`src/rtl/alu_sequencer.sv`:
```
// Command sequencer that feeds the breadboard ALU from registers, captures its
// result one cycle later, and returns it over a valid/ready handshake.
module alu_sequencer #(
   parameter int CNT_W = 16
) (
   input  logic             clk,
   input  logic             rst_n,
   input  logic             cmd_valid,
   output logic             cmd_ready,
   input  logic             cmd_load,
   input  logic [3:0]       cmd_opcode,
   input  logic [31:0]      cmd_operand,
   output logic [31:0]      alu_input1,
   output logic [31:0]      alu_input2,
   output logic [3:0]       alu_opcode,
   input  logic [63:0]      alu_output1,
   input  logic [1:0]       alu_error,
   output logic             res_valid,
   input  logic             res_ready,
   output logic [63:0]      res_data,
   output logic [1:0]       res_error,
   output logic [31:0]      acc,
   output logic             err_sticky,
   input  logic             err_clear,
   output logic [CNT_W-1:0] op_count
);

   localparam logic [1:0] S_IDLE  = 2'd0;
   localparam logic [1:0] S_ISSUE = 2'd1;
   localparam logic [1:0] S_RESP  = 2'd2;

   logic [1:0]       state_q, state_d;
   logic [31:0]      in1_q, in1_d;
   logic [31:0]      in2_q, in2_d;
   logic [3:0]       op_q, op_d;
   logic             load_q, load_d;
   logic             res_valid_q, res_valid_d;
   logic [63:0]      res_data_q, res_data_d;
   logic [1:0]       res_error_q, res_error_d;
   logic [31:0]      acc_q, acc_d;
   logic             sticky_q, sticky_d;
   logic [CNT_W-1:0] count_q, count_d;

   always_comb begin
      state_d     = state_q;
      in1_d       = in1_q;
      in2_d       = in2_q;
      op_d        = op_q;
      load_d      = load_q;
      res_valid_d = res_valid_q;
      res_data_d  = res_data_q;
      res_error_d = res_error_q;
      acc_d       = acc_q;
      count_d     = count_q;

      case (state_q)
         S_IDLE: begin
            if (cmd_valid) begin
               in1_d   = cmd_operand;
               in2_d   = acc_q;
               op_d    = cmd_opcode;
               load_d  = cmd_load;
               state_d = S_ISSUE;
            end
         end
         S_ISSUE: begin
            if (load_q) begin
               res_data_d  = {32'b0, in1_q};
               res_error_d = 2'b00;
               acc_d       = in1_q;
            end else if (op_q[3:2] == 2'b11) begin
               // Opcodes 1100-1111 have no ALU meaning; whatever it drives is ignored.
               res_data_d  = 64'b0;
               res_error_d = 2'b11;
            end else begin
               res_data_d  = alu_output1;
               res_error_d = alu_error;
               if (alu_error == 2'b00) begin
                  acc_d = alu_output1[31:0];
               end
            end
            res_valid_d = 1'b1;
            state_d     = S_RESP;
         end
         S_RESP: begin
            if (res_ready) begin
               res_valid_d = 1'b0;
               if (count_q != {CNT_W{1'b1}}) begin
                  count_d = count_q + 1'b1;
               end
               state_d = S_IDLE;
            end
         end
         default: state_d = S_IDLE;
      endcase

      // A fresh error outranks a simultaneous clear.
      sticky_d = sticky_q;
      if (err_clear) begin
         sticky_d = 1'b0;
      end
      if (state_q == S_ISSUE && res_error_d != 2'b00) begin
         sticky_d = 1'b1;
      end
   end

   always_ff @(posedge clk or negedge rst_n) begin
      if (!rst_n) begin
         state_q     <= S_IDLE;
         in1_q       <= 32'b0;
         in2_q       <= 32'b0;
         op_q        <= 4'b0;
         load_q      <= 1'b0;
         res_valid_q <= 1'b0;
         res_data_q  <= 64'b0;
         res_error_q <= 2'b00;
         acc_q       <= 32'b0;
         sticky_q    <= 1'b0;
         count_q     <= '0;
      end else begin
         state_q     <= state_d;
         in1_q       <= in1_d;
         in2_q       <= in2_d;
         op_q        <= op_d;
         load_q      <= load_d;
         res_valid_q <= res_valid_d;
         res_data_q  <= res_data_d;
         res_error_q <= res_error_d;
         acc_q       <= acc_d;
         sticky_q    <= sticky_d;
         count_q     <= count_d;
      end
   end

   assign cmd_ready  = (state_q == S_IDLE);
   assign alu_input1 = in1_q;
   assign alu_input2 = in2_q;
   assign alu_opcode = op_q;
   assign res_valid  = res_valid_q;
   assign res_data   = res_data_q;
   assign res_error  = res_error_q;
   assign acc        = acc_q;
   assign err_sticky = sticky_q;
   assign op_count   = count_q;

endmodule

```
`config.mk`:
```
export PLATFORM = sky130hd
export DESIGN_NAME = alu_sequencer
export DESIGN_NICKNAME = d
export VERILOG_FILES = /design/src/rtl/alu_sequencer.sv
export SDC_FILE = /design/constraint.sdc
export NUM_CORES = 1
export LEC_CHECK = 0
export BUFFER_PORTS_ARGS = -buffer_cell sky130_fd_sc_hd__buf_2
export CORE_UTILIZATION = 39
export DETAILED_ROUTE_END_ITERATION = 7
export HOLD_SLACK_MARGIN = 0.12
export PLACE_DENSITY = 0.76
export SYNTH_ARGS = -nofsm -noshare
export SYNTH_HDL_FRONTEND = slang
export SYNTH_SLANG_ARGS = --single-unit
```
`constraint.sdc`:
```
create_clock -name clk -period 2.75 [get_ports clk]
set_input_delay 0.275 -clock clk [delete_from_list [all_inputs] [get_ports clk]]
set_output_delay 0.275 -clock clk [all_outputs]
set_load 0.005 [all_outputs]
```
; ---- Word-level counts from Yosys, hierarchy flattened
; Cells that the tools add are included.
[word_totals]
inputBits = 108
out_inout_bits = 185
ff_bits = 187
[op_classes]
n_mux = 15
add_sub_neg = 1
n_eq_ne = 7
reduce_logical = 12
[ops]
columns = op, n
row1 = 2-to-1 mux 64 bit, 2
row2 = 2-to-1 mux 32 bit, 3
row3 = "adder 16 x 1 -> 16 bit, second input constant", 1
row4 = "!= test 16 bit, second input constant", 1
row5 = 2-to-1 mux 2 bit, 5
row6 = nonzero test 2 bit, 4
row7 = "!= test 2 bit, second input constant", 3
row8 = case mux 2 bit (3 select lines), 1
row9 = AND reduction 2 bit, 3
row10 = AND reduction 3 bit, 2
row11 = "equality test 2 bit, second input constant", 2
row12 = logical NOT 2 bit, 2
row13 = 2-to-1 mux 1 bit, 3
row14 = "equality test 2 x 1 -> 1 bit, second input constant", 1
row15 = case mux 1 bit (2 select lines), 1
row16 = logical AND 1 bit, 1

; ---- Logic depth before layout (Yosys ltp)
[logic_depth]
depth_word = 7
ltp_mapped = 5

; ---- Worst setup path after synthesis
; OpenSTA, ideal clock, no wires.
[synth_path]
kind = reg-to-reg
from = register count_q[0], in the netlist op_count[0]
to = register count_q[1], in the netlist op_count[1]
slack_ns = 1.209
t_required_ns = 2.622
t_arrival_ns = 1.414
stages_incl_launch_ff = 6
setup_time_ns = 0.128
path_cell_list = dfrtp_1 -> ha_1 -> nand3_1 -> nor3_2 -> a21boi_1 -> mux2_1
[synth_via]
elab_chain_len = 2
[synth_rtl]
columns = element, line
row1 = start: declaration, 42  ; logic [CNT_W-1:0] count_q, count_d;
row2 = start signal: assignment, 131  ; count_q <= count_d;
row3 = branches (longest 2 deep; another with adder 16 x 1 -> 16 bit), n/a
; Several ways; the timed one is not identified.
; A chain may end at the register's enable or synchronous reset.

; ---- Worst setup path after layout
[layout_path]
from = register state_q[1]
to = register in1_q[27], in the netlist alu_input1[27]
[layout_via]
elab_chain_len = 2
[layout_rtl]
columns = element, line
row1 = start: declaration, 32  ; logic [1:0] state_q, state_d;
row2 = start signal: assignment, 121  ; state_q <= state_d;
row3 = logical NOT 2 bit, 56  ; case (state_q)
row4 = AND reduction 2 bit (no line), n/a
row5 = end signal: assignment, 122  ; in1_q <= in1_d;
row6 = end: declaration, 33  ; logic [31:0] in1_q, in1_d;
; Every way passes these cells.

==> results by group <==
Synthesis
  – Post-synth net total: 776
  – Leading area contributor after synthesis: dfrtp_1
  – Avg Inst Size Synth: 11.5 um^2
  – Yosys top cell area share: 60.9%
  – Cell area after synthesis: 0.00769 mm^2
  – Count of different cell masters after synthesis: 39
  – Syn. warnings: 0
  – Gate Count Post-Synth: 667
  – Sequential area share after synthesis: 60.9%
  – Synthesis-stage register bit count: 187
  – Synth area leaders: dfrtp_1 61%, mux2_2 11%, nand2_1 5.0%

CTS
  – Clock sinks: 187
  – CTS max path bufs: 2
  – CTS root buf: clkbuf_16
  – Post-cts resize count: 0
  – H-tree lvl count: 4
  – CTS Buf Count: 17
  – Clk slew on worst S/H paths: about 0.07 ns
  – CTS tree: yes
  – Worst-Skew Late Latency: 0.42 ns

STA
  – Post-route minimum period: 1.88 ns
  – Slew headroom: 34.3%
  – Final slew viol count: 0
  – Worst slew pin tran: approximately 1 ns
  – Final Hold Fails: 0
  – Setup violations, final: 0
  – Setup tns final: 0 ns
  – Crit share post-route: 68.2%
  – Setup Skew: 0.0110 ns
  – Fmax: ~0.53 GHz
  – Worst hold slack: 0.130 ns
  – RSZ-0062 raised after global routing: false

Finish
  – Most frequent cells in the layout: 291 x buf_2, 186 x dfrtp_1, 102 x nand2_1, 82 x dlygate4sd3_1
  – Area grow syn2layout: 41.1%
  – Commonest non-fill, non-tap cell in the layout: buf_2
  – Share of layout cells above drive strength 1: approximately two fifths
  – Final nets: 1139

Power and ir drop
  – Peak VDD IR: between 0.5 and 0.6 mV
  – Static leakage power: ~5.5 nW
  – Pwr dens: 1090 mW/mm^2

Global route
  – Total Routing Usage GR: about 22%
  – Met2 Use GR: between 30% and 40%
  – Met3 usage: ~6.5%
  – GR Layer Usage met1: 25.1%
  – Vias in the first global route: approximately 6800
  – Most used routing layer: met2
  – Pin count of the biggest net entering global routing: 78
  – Grt ovf: 0
  – Initial antenna violation count: 2
  – First-pass GRT wire length: 34.5 mm

Floorplanning
  – Die X-Extent: between 100 and 150 um
  – Core Region: 0.0190 mm^2
  – Initial core utilization: roughly two fifths
  – Cell Rows: 50
  – Die ar.: between 0.02 and 0.025 mm^2
  – Die Y: 142 um
  – I/O Pins: 293

Drt
  – Vias: 6577
  – Initial DRC Count: 248
  – Routed WL: approximately 22 mm
  – Vias per inst: 5.04
  – Drt wl/cell: 16.8 um
  – # DRC: 0
  – Drt pass-1 iters: 4
  – Antenna-violating nets left: 0

Run
  – Max-cap violations: 0

Critical path
  – Crit path kind: reg2reg
  – CP endpoint kind: register
  – Worst endpoint required time: around 3.1 ns
  – WP data arrival: 2.17 ns
  – Worst Setup Start Kind: register
  – Max FO, Critical Path: 44

Place
  – GP Congestion: 0.830
  – Post-DP HPWL: 14.1 mm
  – Port bufs: 292

Worst hold path
  – Hold crit path type: in2reg

Status
  – Run status: complete, no violations
==> power by group <==
part           internal [mW]  total (mW)  switching [mW]  leakage (nW)
clock network           1.29        2.32            1.03         0.264
logic                   2.18        4.48            2.30          2.90
registers               3.99        5.01            1.03          2.30
total                   7.46        11.8            4.35          5.46
==> Yosys cell counts, drive strengths merged <==
library cell	number
nand3	39
ha	1
and3b	1
inv	3
nor2b	1
o311ai	1
and3	1
xnor2	1
or2	1
nor4	3
and4	1
nand2b	3
a211oi	2
and2	1
nand4	4
clkbuf	25
nand2	102
o31ai	2
xor2	9
mux2i	32
nor2	72
o32ai	1
o21ai	35
a21oi	7
or3	1
a221oi	32
a21boi	1
nor3	4
nor4b	1
nor3b	1
dfrtp	187
mux2	73
buf	19
==> per-layer routing <==
metal	share of wire [%]	vias to the layer above
met3	7.7	46
met1	40	3203
met4	2.7	0
met5	0	-
met2	49	269
li1	-	3059
==> what timing repair did <==
item                                   4_1_cts  5_1_grt
hold buffers                                82        0
endpoints found under the hold margin      152        0
buffers inserted                             0        0
==> area by class of cell <==
class	instances	area, um^2
flip-flops and latches	187	4680
repair buffers	388	2430
clock buffers	20	457
well taps	260	325
clock inverters	11	97.6
multi-input cells	433	2840
fillers	1606	8170
inverters	3	11.3
diodes	2	5.00
==> cells by family after synthesis <==
group	after synthesis	share of synthesized area [%]
mux	105	14.9
xor+xnor	10	1.14
buf+inv	47	2.57
fa+ha+maj	1	0.163
flops	187	60.9
simple gates	236	13.2
compound gates	81	7.19
==> registers in the layout, indices dropped and copies added, names as in the netlist, 2 cells and up <==
register    count
acc            32
alu_input1     32
alu_input2     32
alu_opcode      4
op_count       16
res_data       64
res_error       2
state_q         2
==> path summary, 6_finish.rpt <==
path                            startpoint        endpoint  slack [ns]  cells after the start
setup / recovery                state_q[1]  alu_input1[27]        0.87                      4
hold / removal             alu_output1[10]    res_data[10]        0.13                      3
setup reg to reg                state_q[1]  alu_input1[27]        0.87                      4
hold reg to reg               res_data[39]    res_data[39]        0.46                      2
max in group asynchronous            rst_n   alu_opcode[1]        1.53                      3
min in group asynchronous            rst_n    op_count[13]        0.44                      2
==> worst max-delay path: stages, from the launching register on <==
cell and delay [ns]:
dfrtp_1 0.44, nor2_1 0.17, and2_4 0.42, buf_12 0.32, mux2_2 0.37
==> per-stage QoR <==
stage / power [mW] / instance area (um^2) / utilization, % / setup WS [ns] / cells
after floorplan: 7.23 / 7690 / - / 1.21 / 667
after global placement: 9.24 / 9470 / 49.8 / 0.934 / 1189
after detailed placement: 9.42 / 9470 / 49.8 / 0.887 / 1189
after CTS: 11.9 / 10800 / 57.0 / 0.879 / 1302
after global routing: 12.6 / 10800 / 57.0 / 0.772 / 1302
final: 11.8 / 10900 / 57.1 / 0.873 / 1304
(Power assumes the default switching activity.)
